[src/rtl/float_to_int.sv]
// float_to_int
//
// Converts the coprocessor's internal float format {sign, exponent, mantissa}
// (hidden leading 1, denormals flushed to zero) into a two's-complement
// integer. A bit-serial shifter moves the significand one position per
// cycle, so a conversion takes |e-NM|+1 cycles; special cases take one.
//
// Optional feature: define F2I_ROUND_EN for round-to-nearest-even on the
// magnitude. Without it, results are truncated toward zero and no rounding
// adder exists.
//
// Handshake: start_i is accepted on any edge where busy_o=0 (IDLE or DONE).
// busy_o is high while a conversion is in flight. done_o pulses high for one
// cycle when result_o/overflow_o/inexact_o carry a new value. Those outputs
// then hold until the next done_o.
//
// Ports:
//   clk_i       clock
//   rst_i       synchronous reset, active-high
//   start_i     conversion request, ignored while busy_o=1
//   op_i        operand {sign, exponent[NE-1:0], mantissa[NM-1:0]}
//   busy_o      conversion in progress
//   done_o      one-cycle result-valid pulse
//   result_o    integer result
//   overflow_o  saturation occurred
//   inexact_o   a nonzero fraction was discarded
module float_to_int #(
    parameter int NM = 23,
    parameter int NE = 8,
    parameter int NI = 32
) (
    input  logic             clk_i,
    input  logic             rst_i,
    input  logic             start_i,
    input  logic [NE+NM:0]   op_i,
    output logic             busy_o,
    output logic             done_o,
    output logic [NI-1:0]    result_o,
    output logic             overflow_o,
    output logic             inexact_o
);

    localparam int EW   = NE + 2;
    localparam int BIAS = 2 ** (NE - 1) - 1;

    localparam logic [1:0] IDLE  = 2'd0;
    localparam logic [1:0] SHIFT = 2'd1;
    localparam logic [1:0] DONE  = 2'd2;

    localparam logic [NI-1:0] SAT_POS = {1'b0, {(NI-1){1'b1}}};
    localparam logic [NI-1:0] SAT_NEG = {1'b1, {(NI-1){1'b0}}};

    logic [1:0]    state_q;
    logic [NI-1:0] acc_q;
    logic [EW-1:0] cnt_q;
    logic          left_q;
    logic          sign_q;
    logic          guard_q;
    logic          sticky_q;
    logic          ovf_q;

    // Operand fields and unbiased exponent.
    logic                 op_sign;
    logic [NE-1:0]        op_exp;
    logic [NM-1:0]        op_man;
    logic signed [EW-1:0] e_s;
    logic signed [EW-1:0] diff_s;

    assign op_sign = op_i[NE+NM];
    assign op_exp  = op_i[NE+NM-1:NM];
    assign op_man  = op_i[NM-1:0];
    assign e_s     = $signed({2'b00, op_exp}) - $signed(EW'(BIAS));
    assign diff_s  = e_s - $signed(EW'(NM));

    // Classification of the operand at capture time.
    logic [NI-1:0] cap_acc;
    logic [EW-1:0] cap_cnt;
    logic          cap_left;
    logic          cap_guard;
    logic          cap_sticky;
    logic          cap_ovf;

    always_comb begin
        cap_acc    = '0;
        cap_cnt    = '0;
        cap_left   = 1'b0;
        cap_guard  = 1'b0;
        cap_sticky = 1'b0;
        cap_ovf    = 1'b0;
        if (op_exp == '0) begin
            // Zero or denormal: exact zero.
            cap_acc = '0;
        end else if (op_exp == '1 || e_s > $signed(EW'(NI - 2))) begin
            // Saturate. The magnitude is preloaded so that the common
            // negation step produces -2^(NI-1) for negative operands.
            cap_acc = op_sign ? SAT_NEG : SAT_POS;
            // -2^(NI-1) itself is representable and is not an overflow.
            cap_ovf = !(op_sign && e_s == $signed(EW'(NI - 1)) && op_man == '0);
        end else if (e_s[EW-1]) begin
            // |value| < 1. For e=-1 the hidden bit sits right below the
            // binary point, so it becomes the guard bit; anything smaller
            // only contributes to sticky.
            cap_guard  = &e_s;
            cap_sticky = !(&e_s) || (op_man != '0);
        end else begin
            cap_acc  = NI'({1'b1, op_man});
            cap_left = !diff_s[EW-1];
            cap_cnt  = diff_s[EW-1] ? unsigned'(-diff_s) : unsigned'(diff_s);
        end
    end

    // Magnitude after optional rounding, then sign applied.
    logic [NI-1:0] mag;
    logic [NI-1:0] final_res;

    always_comb begin
`ifdef F2I_ROUND_EN
        mag = acc_q + NI'(guard_q & (sticky_q | acc_q[0]));
`else
        mag = acc_q;
`endif
        final_res = sign_q ? (~mag + NI'(1)) : mag;
    end

    always_ff @(posedge clk_i) begin
        if (rst_i) begin
            state_q    <= IDLE;
            acc_q      <= '0;
            cnt_q      <= '0;
            left_q     <= 1'b0;
            sign_q     <= 1'b0;
            guard_q    <= 1'b0;
            sticky_q   <= 1'b0;
            ovf_q      <= 1'b0;
            busy_o     <= 1'b0;
            done_o     <= 1'b0;
            result_o   <= '0;
            overflow_o <= 1'b0;
            inexact_o  <= 1'b0;
        end else begin
            done_o <= 1'b0;
            case (state_q)
                SHIFT: begin
                    if (cnt_q == '0) begin
                        // All shifting done (or none needed): publish.
                        result_o   <= final_res;
                        overflow_o <= ovf_q;
                        inexact_o  <= guard_q | sticky_q;
                        done_o     <= 1'b1;
                        busy_o     <= 1'b0;
                        state_q    <= DONE;
                    end else begin
                        cnt_q <= cnt_q - EW'(1);
                        if (left_q) begin
                            acc_q <= {acc_q[NI-2:0], 1'b0};
                        end else begin
                            // guard holds the most recent bit shifted out;
                            // older ones collapse into sticky.
                            acc_q    <= {1'b0, acc_q[NI-1:1]};
                            guard_q  <= acc_q[0];
                            sticky_q <= sticky_q | guard_q;
                        end
                    end
                end
                default: begin
                    // IDLE and DONE both accept a new request.
                    if (start_i) begin
                        acc_q    <= cap_acc;
                        cnt_q    <= cap_cnt;
                        left_q   <= cap_left;
                        sign_q   <= op_sign;
                        guard_q  <= cap_guard;
                        sticky_q <= cap_sticky;
                        ovf_q    <= cap_ovf;
                        busy_o   <= 1'b1;
                        state_q  <= SHIFT;
                    end else begin
                        state_q <= IDLE;
                    end
                end
            endcase
        end
    end

endmodule

[config.mk]
export PLATFORM = sky130hd
export DESIGN_NAME = float_to_int
export DESIGN_NICKNAME = d
export VERILOG_FILES = /design/src/rtl/float_to_int.sv
export SDC_FILE = /design/constraint.sdc
export NUM_CORES = 1
export LEC_CHECK = 0
export CAP_MARGIN = 10
export CORE_UTILIZATION = 56
export DETAILED_ROUTE_END_ITERATION = 10
export GPL_ROUTABILITY_DRIVEN = 0
export PLACE_DENSITY = 0.9
export SYNTH_ARGS = -nofsm -noshare
export SYNTH_HDL_FRONTEND = slang
export SYNTH_SLANG_ARGS = --single-unit
[constraint.sdc]
create_clock -name clk_i -period 3.4 [get_ports clk_i]
set_input_delay 0.51 -clock clk_i [delete_from_list [all_inputs] [get_ports clk_i]]
set_output_delay 0.51 -clock clk_i [all_outputs]
set_load 0.05 [all_outputs]
==> summary.txt, run 1 <==
Run status
  – Status: finished clean

Worst setup path
  – Worst setup EP type: register
  – CP Launch Point: op_i[24]
  – Reg2reg end: acc_q[5]
  – Crit path launch type: primary input
  – Worst Path Required: between 3 and 4 ns
  – Arrival time at the worst endpoint: 3.41 ns
  – Worst r2r src: cnt_q[0]
  – Crit path kind: in -> reg
  – Reg2reg path depth: 10
  – R2R setup slack: roughly 0.84 ns
  – Critical Path Fanout Max: 5

Clock tree
  – Clock transition at path regs: about 0.080 ns
  – CTS tree: yes
  – Hold-fix buffers at CTS: 0
  – Max clock buf depth: 2
  – Clock Latency Late Sink: roughly 0.36 ns
  – Clock root buffer: clkbuf_8
  – Sink Count: 85
  – Htree depth: 3
  – TritonCTS Buffers: 9

Power
  – Clock power frac: a little over a fifth
  – Total power: a little under 3 mW
  – Pleak: approximately 2.3 nW
  – Pwr per Cell Area: 457 mW/mm^2
  – Gate power share: about 36%
  – Seq pwr share: between 40% and 50%
  – Sw power: 1.10 mW
  – Sw Ratio: about 38%
  – Worst vdd ir: 0.200 mV
  – Int Power: around 1.8 mW

STA
  – Slew margin rel.: between 20% and 30%
  – Setup violators final: 0
  – Final worst slack: 0.198 ns
  – Final Cycle Share: between 90% and 100%
  – Fin Clk Skew: 0.0131 ns
  – Slew Limit Fails: 0
  – Unrepaired setup endpoints after global routing: no
  – Worst-margin pin slew: 1.12 ns
  – Fmax: between 300 and 400 MHz
  – Final min period: around 3.2 ns
  – Final Hold Vio Count: 0
  – Setup_tns: 0 ns
  – Worst hold margin: 0.450 ns

Logic synthesis
  – Post-Synth Simple-Gate Area: between 20% and 30%
  – Sequential area share after synthesis: a little under a third
  – Synth Area in XOR/XNOR: 8.79%
  – Mapped Avg Cell Area: about 8.5 sq um
  – Post-synth EDFFs: 0
  – Synth Register Bits: 85
  – Unique cell type count in the Yosys netlist: 75
  – Async set-reset flop share out of synthesis: 0%
  – Mapped Cells: between 600 and 700
  – Mapped Nets: between 600 and 700
  – Largest family of logic cells by synthesized area: simple AND/OR/NAND/NOR gates
  – Syn Std Cell Area: about 0.0053 sq mm
  – Adder-cell share of the synthesized area: 2.11%
  – Multiplexer area fraction after synthesis: 6.77%
  – Most used DFF post-synth: dfxtp_1
  – Total number of yosys warnings: 0
  – Compound-cell area share of the yosys netlist: between 20% and 30%

Floorplanning
  – Initial core utilization: 57.6%
  – Die height: ~100 microns
  – Die X: about 100 microns
  – IO Count: slightly above 70
  – Die footprint: ~0.01 sq mm
  – Core Footprint: approximately 0.0092 sq mm
  – Core Rows: 35

Place
  – DP Wirelength: about 10000 microns
  – Worst slack, placed: -0.172 ns
  – PortBufs: 70
  – Placed Instances: 808

Finish
  – ANT cells: 0
  – Fill cells: 706
  – Finished Layout Cells: 823
  – Area delta synth->final: 19.1%
  – Fraction of layout cells with a size suffix above 1: 16.9%
  – Nets: about 730

Global route
  – Initial antenna violation count: 0
  – Pin count of the biggest net entering global routing: 50
  – Grt total ovfl: 0
  – Number of global-route vias before repair: about 4.8k
  – Total Routing Usage GR: approximately 29%
  – First-pass GRT wire length: around 23000 microns

Route
  – DR WL/cell: between 15 and 20 microns
  – Initial DRT Pass Iterations: 5
  – DRT Wirelength: about 14000 microns
  – Post-route ant nets: 0
  – DR iter-0 viols: 400
  – # DRC: 0
  – Vias per inst: 6.19
  – Vias: 5096

Hold path
  – Hold Path Origin: result_o[24]
  – Worst hold path stage count: 2
  – Min-Delay Endpoint: result_o[24]
  – Hold WC Path Type: reg -> reg

Flow run
  – Max-cap viol count: 0
==> cell families after synthesis <==
group | after synthesis
simple gates | 232
compound gates | 155
flops | 85
buf+inv | 65
xor+xnor | 51
mux | 32
fa+ha+maj | 9
==> worst max-delay path by stage <==
stage	to	cells past startpoint
after floorplan	cnt_q[5]	12
after detailed placement	cnt_q[5]	12
after global placement	cnt_q[5]	12
after CTS	cnt_q[5]	12
after global routing	cnt_q[5]	12
final	cnt_q[5]	12
==> cell usage after synthesis (all sizes together) (9+ instances only) <==
cell,count,share of area (%)
o31ai,14,2.7
mux2,29,6.2
nand2,61,4.3
a211oi,9,1.4
nand3,11,1.0
nor2,64,4.6
xnor2,18,3.0
ha,9,2.1
inv,17,1.2
buf,19,2.4
nor3,43,5.3
a21oi,14,1.3
nand4,9,1.1
o21ai,52,4.9
nor4,12,1.7
a221oi,24,5.1
clkbuf,29,2.0
xor2,32,5.4
dfxtp,85,32
==> power by group through the flow <==
stage	sequential (mW)	combinational, mW	clock (mW)
2_1_floorplan	1.28	0.720	0
3_3_place_gp	1.26	0.974	0
3_5_place_dp	1.27	1.01	0
4_1_cts	1.24	1.02	0.613
5_1_grt	1.26	1.13	0.661
6_report	1.25	1.03	0.616
==> layout make-up <==
type                       instances  area [sq um]  share of cell area [%]
clock buffer                      11           131                    2.07
clock inverter                     4          26.3                   0.414
inverter                          17          63.8                    1.01
multi-input combinational        479          3340                    52.7
sequential                        85          1700                    26.8
tap                              129           161                    2.54
timing repair buffer              98           918                    14.5
==> routing by layer <==
metal | part of all wire (%) | GRT usage [%]
met5 | 0 | 0
met4 | 3.2 | 12.9
met3 | 6.6 | 3.65
met2 | 51 | 49.8
met1 | 40 | 35.1
==> metrics by stage <==
step | instance area [sq um] | utilization (%)
floorplan | 5330 | -
global placement | 6180 | 66.9
detailed placement | 6180 | 66.9
CTS | 6340 | 68.6
global route | 6340 | 68.6
finish | 6340 | 68.6
==> what timing repair did <==
action | CTS | global route
buffers inserted | 0 | 0
resized for setup | 0 | 1
setup endpoints to repair | 0 | 1
==> cells in the final DEF (no fill, tap or decap), drive strengths merged, types with 3 or more instances in the layout <==
master | Yosys | layout
a211oi | 9 | 9
a21boi | 4 | 4
a21oi | 14 | 14
a221oi | 24 | 24
a22oi | 5 | 5
a311oi | 3 | 3
a31oi | 5 | 5
and2 | 3 | 3
buf | 19 | 29
clkbuf | 29 | 11
clkdlybuf4s50 | 0 | 69
clkinv | 0 | 3
dfxtp | 85 | 85
ha | 9 | 9
inv | 17 | 17
mux2 | 29 | 29
mux2i | 3 | 3
nand2 | 61 | 61
nand2b | 4 | 4
nand3 | 11 | 11
nand3b | 3 | 3
nand4 | 9 | 9
nor2 | 64 | 64
nor3 | 43 | 43
nor4 | 12 | 12
nor4b | 3 | 3
o211ai | 5 | 5
o21ai | 52 | 52
o31ai | 14 | 14
o41ai | 4 | 4
or3 | 4 | 4
or4 | 4 | 4
xnor2 | 18 | 18
xor2 | 32 | 32
==> sequential cells by signal, indices dropped and copies added, names as in the netlist <==
register / flops
result_o: 32
sticky_q: 1
state_q: 2
sign_q: 1
overflow_o: 1
ovf_q: 1
inexact_o: 1
busy_o: 1
done_o: 1
guard_q: 1
left_q: 1
cnt_q: 10
acc_q: 32
==> worst max-delay path, stage by stage <==
cell and delay (ns):
clkdlybuf4s50_1 0.49, ha_1 0.30, and3b_1 0.23, a311o_1 0.32
a22oi_2 0.24, nand2_1 0.08, ha_1 0.30, inv_1 0.08
nor4b_2 0.35, a311oi_1 0.10, a221oi_1 0.32, nor3_1 0.09
Power figures use the tool's default switching activity.
==> run 2, diff against run 1 <==
--- a/config.mk
+++ b/config.mk
@@ -7,6 +7,7 @@
 export LEC_CHECK = 0
 export CAP_MARGIN = 10
 export CORE_UTILIZATION = 56
+export CTS_CLUSTER_DIAMETER = 40
 export DETAILED_ROUTE_END_ITERATION = 10
 export GPL_ROUTABILITY_DRIVEN = 0
 export PLACE_DENSITY = 0.9
==> results of run 2 <==
Same layout as run 1: the final DEF is identical, and so are final timing and power.
